**config.mk**
```make
export PLATFORM = sky130hd
export DESIGN_NAME = gray_ptr_arbiter
export DESIGN_NICKNAME = d
export VERILOG_FILES = /design/src/rtl/gray_ptr_arbiter.sv
export SDC_FILE = /design/constraint.sdc
export NUM_CORES = 1
export LEC_CHECK = 0
export ABC_AREA = 1
export CORE_MARGIN = 4
export CORE_UTILIZATION = 35
export CTS_CLUSTER_DIAMETER = 60
export DETAILED_ROUTE_END_ITERATION = 10
export GPL_TIMING_DRIVEN = 1
export PLACE_DENSITY = 0.67
export SLEW_MARGIN = 10
export SYNTH_ARGS = -nofsm -noshare
export SYNTH_HDL_FRONTEND = slang
export SYNTH_SLANG_ARGS = --single-unit
```
**constraint.sdc**
```tcl
create_clock -name clk -period 8.3 [get_ports clk]
set_input_delay 1.245 -clock clk [delete_from_list [all_inputs] [get_ports clk]]
set_output_delay 1.245 -clock clk [all_outputs]
set_load 0.01 [all_outputs]
```
**src/rtl/gray_ptr_arbiter.sv**
```systemverilog
// Source-domain controller for a gray-code pointer synchronizer: round-robin
// increment arbitration, capacity tracking against the consumer pointer, and a drain FSM.
module gray_ptr_arbiter #(
    parameter int NUMBER_OF_BITS = 4,
    parameter int NUM_REQ        = 4
) (
    input  logic                      clk,
    input  logic                      rst,
    input  logic [NUM_REQ-1:0]        req,
    input  logic [NUMBER_OF_BITS-1:0] rd_ptr_gray,
    input  logic                      flush,
    output logic [NUM_REQ-1:0]        grant,
    output logic                      enable,
    output logic [NUMBER_OF_BITS-1:0] wr_ptr,
    output logic [NUMBER_OF_BITS-1:0] used,
    output logic                      full,
    output logic                      empty,
    output logic                      flush_done,
    output logic                      err
);

    localparam int LGW = (NUM_REQ > 1) ? $clog2(NUM_REQ) : 1;
    localparam logic [NUMBER_OF_BITS-1:0] CAPACITY   = {1'b1, {(NUMBER_OF_BITS-1){1'b0}}};
    localparam logic [LGW-1:0]            LAST_RESET = LGW'(NUM_REQ - 1);

    typedef enum logic [1:0] {
        ST_RUN,
        ST_DRAIN,
        ST_DONE
    } state_t;

    state_t                      state_q, state_d;
    logic [LGW-1:0]              last_grant_q, last_grant_d;
    logic [NUM_REQ-1:0]          grant_q, grant_d;
    logic                        enable_q, enable_d;
    logic [NUMBER_OF_BITS-1:0]   wr_ptr_q, wr_ptr_d;
    logic [NUMBER_OF_BITS-1:0]   used_q, used_d;
    logic                        full_q, full_d;
    logic                        empty_q, empty_d;
    logic                        flush_done_q, flush_done_d;
    logic                        err_q, err_d;

    logic [NUMBER_OF_BITS-1:0]   rd_bin;
    logic [NUMBER_OF_BITS-1:0]   raw_used;
    logic                        eligible;
    logic                        found;
    logic [LGW-1:0]              winner;
    logic [LGW-1:0]              idx_l;
    int unsigned                 idx;

    // Gray to binary: each bit is the XOR of all gray bits at or above it.
    always_comb begin
        rd_bin = '0;
        rd_bin[NUMBER_OF_BITS-1] = rd_ptr_gray[NUMBER_OF_BITS-1];
        for (int unsigned i = 1; i < NUMBER_OF_BITS; i++) begin
            rd_bin[NUMBER_OF_BITS-1-i] = rd_bin[NUMBER_OF_BITS-i] ^ rd_ptr_gray[NUMBER_OF_BITS-1-i];
        end
    end

    assign raw_used = wr_ptr_q - rd_bin;

    // A flush arriving in RUN blocks the grant on that same edge.
    assign eligible = (state_q == ST_RUN) && !flush && (raw_used < CAPACITY) && !err_q && (|req);

    always_comb begin
        found  = 1'b0;
        winner = '0;
        idx    = 0;
        idx_l  = '0;
        for (int unsigned off = 1; off <= NUM_REQ; off++) begin
            idx   = (32'(last_grant_q) + off) % NUM_REQ;
            idx_l = LGW'(idx);
            if (!found && req[idx_l]) begin
                found  = 1'b1;
                winner = idx_l;
            end
        end
    end

    always_comb begin
        grant_d      = '0;
        last_grant_d = last_grant_q;
        if (eligible && found) begin
            grant_d[winner] = 1'b1;
            last_grant_d    = winner;
        end
        enable_d = |grant_d;
        wr_ptr_d = wr_ptr_q + NUMBER_OF_BITS'(enable_d);
        used_d   = wr_ptr_d - rd_bin;
        full_d   = (used_d == CAPACITY);
        empty_d  = (used_d == '0);
        err_d    = err_q | (raw_used > CAPACITY);
    end

    always_comb begin
        state_d = state_q;
        case (state_q)
            ST_RUN: begin
                if (flush) state_d = ST_DRAIN;
            end
            ST_DRAIN: begin
                if (!flush)                state_d = ST_RUN;
                else if (raw_used == '0)   state_d = ST_DONE;
            end
            ST_DONE: begin
                if (!flush) state_d = ST_RUN;
            end
            default: state_d = ST_RUN;
        endcase
        flush_done_d = (state_d == ST_DONE);
    end

    always_ff @(posedge clk) begin
        if (rst) begin
            state_q      <= ST_RUN;
            last_grant_q <= LAST_RESET;
            grant_q      <= '0;
            enable_q     <= 1'b0;
            wr_ptr_q     <= '0;
            used_q       <= '0;
            full_q       <= 1'b0;
            empty_q      <= 1'b1;
            flush_done_q <= 1'b0;
            err_q        <= 1'b0;
        end else begin
            state_q      <= state_d;
            last_grant_q <= last_grant_d;
            grant_q      <= grant_d;
            enable_q     <= enable_d;
            wr_ptr_q     <= wr_ptr_d;
            used_q       <= used_d;
            full_q       <= full_d;
            empty_q      <= empty_d;
            flush_done_q <= flush_done_d;
            err_q        <= err_d;
        end
    end

    assign grant      = grant_q;
    assign enable     = enable_q;
    assign wr_ptr     = wr_ptr_q;
    assign used       = used_q;
    assign full       = full_q;
    assign empty      = empty_q;
    assign flush_done = flush_done_q;
    assign err        = err_q;

endmodule
```
# [Word level (Yosys, flattened, before mapping)]
# Cells that the tools add are included.
# Widths: inputs -> output; s select.
[word_totals] ram_bits=0 in_bits=11 romBits=0 elab_cells=76 latch_bits=0 n_memories=0 out_inout_bits=17 ff_bits=21
[op_classes] reduce_logical=19 mux=24 n_eq_ne=4 n_bitwise=4 div_mod_pow=0 multipliers=0 magnitude_cmp=8 add_sub_neg=7 shift=0
[ops] op="$mux 2" n=8
[ops] op="$lt 2x3->1 const B" n=5
[ops] op="$logic_and 1x1->1" n=9
[ops] op="$mux 1" n=9
[ops] op="$bmux 1 s2" n=4
[ops] op="$logic_not 4->1" n=2
[ops] op="$reduce_or 4->1" n=2
[ops] op="$sub 4x4->4" n=2
[ops] op="$pmux 2 s3" n=1
[ops] op="$logic_not 1->1" n=5
[ops] op="$add 2x1->2 const B" n=2
[ops] op="$add 2x2->2 const B" n=2
[ops] op="$add 4x1->4" n=1
[ops] op="$eq 2x2->1 const B" n=2
[ops] op="$eq 4x4->1 const B" n=1
[ops] op="$gt 4x4->1 const B" n=1
[ops] op="$lt 4x4->1 const B" n=1
[ops] op="$mux 4" n=1
[ops] op="$xor 1x1->1" n=3
[ops] op="$demux 1 s2" n=1
[ops] op="$eq 2x1->1 const B" n=1
[ops] op="$ge 2x1->1 const B" n=1
[ops] op="$logic_not 2->1" n=1
[ops] op="$or 1x1->1" n=1

# [Longest topological paths before layout]
[logic_depth] word_depth=22 ltp_mapped=23 depth_no_buf=23

# [Least setup slack after synthesis]
# No wires, ideal clock.
[synth_timing] path_kind="input port to flip-flop" startpoint="input rd_ptr_gray[2]" endpoint="register full_q (netlist: full)" path_buffers=0 cell_stages=23 t_arrival_ns=4.148 required_time_ns=8.187 setup_time_ns=0.113 slack_ns=4.039 path_cell_list="xnor2_2 > xor2_1 > xor2_1 > inv_1 > ha_1 > nand3b_1 > nand2_1 > nand2_1 > nand3_4 > inv_1 > ha_1 > ha_1 > or2_2 > nand2_1 > ha_1 > nand2_1 > nand2_1 > a31oi_1 > inv_1 > nand2_1 > nand2_1 > nand2_1 > nor2_1"
[synth_between] elab_chain_cells=14
[synth_lines] element="start, declared" line="10" text="input logic [NUMBER_OF_BITS-1:0] rd_ptr_gray,"
[synth_lines] element="$xor 1x1->1 (*)" line="56" text="rd_bin[NUMBER_OF_BITS-1-i] = rd_bin[NUMBER_OF_BITS-i] ^ rd_ptr_gray[NUMBER_OF_BITS-1-i];"
[synth_lines] element="$xor 1x1->1 (2 in a row)" line="56"
[synth_lines] element="$sub 4x4->4 (*)" line="60" text="assign raw_used = wr_ptr_q - rd_bin;"
[synth_lines] element="$lt 4x4->1 (*)" line="63" text="assign eligible = (state_q == ST_RUN) && !flush && (raw_used < CAPACITY) && !err_q && (|req);"
[synth_lines] element="$logic_and 1x1->1 (*) (3 in a row)" line="63"
[synth_lines] element="$logic_and 1x1->1 (*)" line="83" text="if (eligible && found) begin"
[synth_lines] element="$mux 4 (*)" line="83"
[synth_lines] element="$reduce_or 4->1 (*)" line="87" text="enable_d = |grant_d;"
[synth_lines] element="via enable_d" line="35" text="logic enable_q, enable_d;"
[synth_lines] element="$add 4x1->4 (*)" line="88" text="wr_ptr_d = wr_ptr_q + NUMBER_OF_BITS'(enable_d);"
[synth_lines] element="via wr_ptr_d[2]" line="36" text="logic [NUMBER_OF_BITS-1:0] wr_ptr_q, wr_ptr_d;"
[synth_lines] element="$sub 4x4->4 (*)" line="89" text="used_d = wr_ptr_d - rd_bin;"
[synth_lines] element="$eq 4x4->1 (*)" line="90" text="full_d = (used_d == CAPACITY);"
[synth_lines] element="end signal, assigned" line="132" text="full_q <= full_d;"
[synth_lines] element="end, declared" line="38" text="logic full_q, full_d;"
# Mark *: on every way through the listed nets, which the timed path passes. The rest lies on a longest branch.
# A chain may end at the register's enable or synchronous reset.

# [Worst setup path after layout]
[layout_timing] startpoint="input rd_ptr_gray[3]" endpoint="register full_q (netlist: full)"
[layout_between] elab_chain_cells=14
[layout_lines] element="$xor 1x1->1 (3 in a row)" line="56"
[layout_lines] element="$sub 4x4->4 (*)" line="60"
[layout_lines] element="$lt 4x4->1 (*)" line="63"
[layout_lines] element="$logic_and 1x1->1 (*) (3 in a row)" line="63"
[layout_lines] element="$logic_and 1x1->1 (*)" line="83"
[layout_lines] element="$mux 4 (*)" line="83"
[layout_lines] element="$reduce_or 4->1 (*)" line="87"
[layout_lines] element="via enable_d" line="35"
[layout_lines] element="$add 4x1->4 (*)" line="88"
[layout_lines] element="via wr_ptr_d[2]" line="36"
[layout_lines] element="$sub 4x4->4 (*)" line="89"
[layout_lines] element="$eq 4x4->1 (*)" line="90"
# Marks and branches as above.

==> run metrics <==
period utilization 0.574; Mapped Nets 195; VDD IR-drop max 97.1 uV; number of global-route vias before repair 975; CTS tree yes; GRT Util Overall 0.113; antenna cells 0; Port Buffers 27; Placed Area 0.00160 mm^2; Die Y 68.6 um; share of cells above drive strength 1 0.153; Slew Limit Fails 0; Yosys warnings 0; Crit path max-delay family simple AND/OR/NAND/NOR gates; Hold-fix buffers, CTS 0; Die ar. 0.00470 mm^2; vias 1055; R2R depth 18; multi-input logic area 723 um^2; clock root buffer clkbuf_8; initial antenna violation count 0; fin area 0.00164 mm^2; CP peak stage delay 570 ps; initial core utilization 0.373; vias per cell 4.24; largest area contributor in the netlist dfxtp_1; Slowest cell on crit path clkdlybuf4s50_1; Synth area leaders dfxtp_1 33%, nand2_1 13%, inv_1 8.2%, ha_1 7.8%, nand2_2 6.3%; Synth cell types 29; RR Endpoint full$_SDFF_PP0_; clock tree buffer depth 2; Seq/Total Area, Yosys 0.327; drt wl/cell 9.25 um; CP Buf/Inv Count 4; synthesized area 0.00128 mm^2; pin count of the biggest net entering global routing 13; Startpoint Class input pin; CP Class input pin to register; Hold Path Class register to register; Reg clk slew, reported paths 70 ps; Crit. Startpoint rd_ptr_gray[3]; dpl hpwl 1900 um; Lkg Pwr 0.000791 uW; relative slew slack 0.641; TritonCTS buffer count 3; Final Worst Setup Slack 3530 ps; Antenna Violating Nets Remaining 0; crit-path cells clkdlybuf4s50_1 > xnor2_2 > xor2_1 > xor2_1 > inv_1 > ha_1 > nand3b_1 > nand2_1 > nand2_1 > nand3_4 > inv_1 > ha_1 > ha_1 > or2_2 > nand2_1 > ha_1 > nand2_1 > nand2_1 > a31oi_1 > inv_1 > nand2_1 > nand2_1 > nand2_1 > nor2_1; setup bufs post-CTS 0; router iterations before antenna repair 4; post-layout util 0.477; Gate Count Post-Synth 174; grt total ovfl 0; r2r setup slk 5400 ps; maximum clock frequency 210 MHz; Setup Slack @ Placement 3250 ps; CP most frequent cell nand2_1; GPL Wtd Cong 0.842; FP Rows 21; later-pin clock latency in the skew report 250 ps; # Max-Cap Violations 0; Slew @ Worst Pin 537 ps; worst path required time 8450 ps; final hold vios 0; status finished, final reports clean; core area 0.00344 mm^2; first-pass GRT wire length 4080 um; filler cell count 333; Final Skew 1.25 ps; Hold Startpoint err$_SDFF_PP0_; crit path DAT 4920 ps; io pins 28; Crit Path Max Fanout 4; Worst R2R Start wr_ptr[2]$_SDFF_PP0_; syn_area_per_cell 7.38 um^2; endpoint type of the worst setup path register; Yosys reg bits 21; Iter 0 DRT Violations 22; Setup Viol. Count Final 0; DRC 0; final wirelength 2300 um; CTS resizes 0; CTS Sinks 21; H-tree depth 1; top-area cell type share of the netlist area 0.327; Hold Path End err$_SDFF_PP0_; RSZ-0062 raised after global routing no; FF+latch area 420 um^2; nets 225; P per Cell Area 174 mW/mm^2; Syn-to-layout area delta 27.9%; Worst Hold Depth 2; die width 68.6 um; Period minus WS final 4770 ps; Setup TNS 0 ps
## layout make-up
class | count | area share
Multi-Input combinational cell | 119 | 0.441
Timing Repair Buffer | 27 | 0.165
Inverter | 32 | 0.0762
Sequential cell | 21 | 0.256
Tap cell | 46 | 0.0351
Clock buffer | 4 | 0.0274
## placed cells by master (no fill, tap or decap), drive strengths merged
cell	count
and3	1
clkdlybuf4s50	27
xnor2	3
a31oi	1
nor2	18
nand3b	1
dfxtp	21
nand2	57
inv	32
o21bai	1
a21oi	7
or2	1
o21ai	2
xor2	5
nand4	2
nand3	10
ha	8
fa	2
clkbuf	4
## per-stage QoR
stage          cells  hold slack, ps  power [uW]
2_1_floorplan    174             481         191
3_3_place_gp     245             477         224
3_5_place_dp     245             476         225
4_1_cts          249             500         292
5_1_grt          249             544         310
6_report         249             500         286
## report_power, final
part / switching (uW) / internal [uW] / total, uW
logic: 59.1 / 47.1 / 106
registers: 5.50 / 110 / 116
clock network: 30.3 / 34.1 / 64.4
total: 94.8 / 192 / 286
## synth_stat cells, drive strengths merged
cell type / number
or2: 1
a21oi: 7
nand3: 10
dfxtp: 21
o21bai: 1
nor2: 18
nand3b: 1
nand4: 2
xnor2: 3
clkbuf: 1
buf: 1
xor2: 5
nand2: 57
o21ai: 2
and3: 1
ha: 8
fa: 2
inv: 32
a31oi: 1
## worst max-delay path by stage
stage / end / depth (start not counted)
2_1_floorplan: full$_SDFF_PP0_ / 23
3_3_place_gp: used[3]$_SDFF_PP0_ / 24
3_5_place_dp: full$_SDFF_PP0_ / 24
4_1_cts: full$_SDFF_PP0_ / 24
5_1_grt: full$_SDFF_PP0_ / 23
6_report: full$_SDFF_PP0_ / 24
## state kept, by name, indices dropped and copies added, names as in the netlist
signal and count:
full 1, wr_ptr 4, flush_done 1, enable 1, state_q 2, err 1
last_grant_q 2, used 4, empty 1, grant 4
## cells by family after synthesis
logic type	synth area share
buffers and inverters	0.109
flip-flops	0.327
AND/OR/NAND/NOR	0.345
AO/OA/AOI/OAI	0.0487
adder cells (fa/ha/maj)	0.109
XOR/XNOR	0.0604
## routing by layer
layer | GRT usage | share of wire | vias to the layer above
li1 | - | - | 587
met1 | 0.152 | 0.50 | 451
met2 | 0.180 | 0.45 | 17
met3 | 0.0373 | 0.047 | 0
met5 | 0 | 0 | -
met4 | 0.0149 | 0 | 0
## worst min-delay path, stage by stage (launching register included)
cell	delay, ps
dfxtp_1	320
inv_1	70
a21oi_1	60
(Power assumes the default switching activity.)
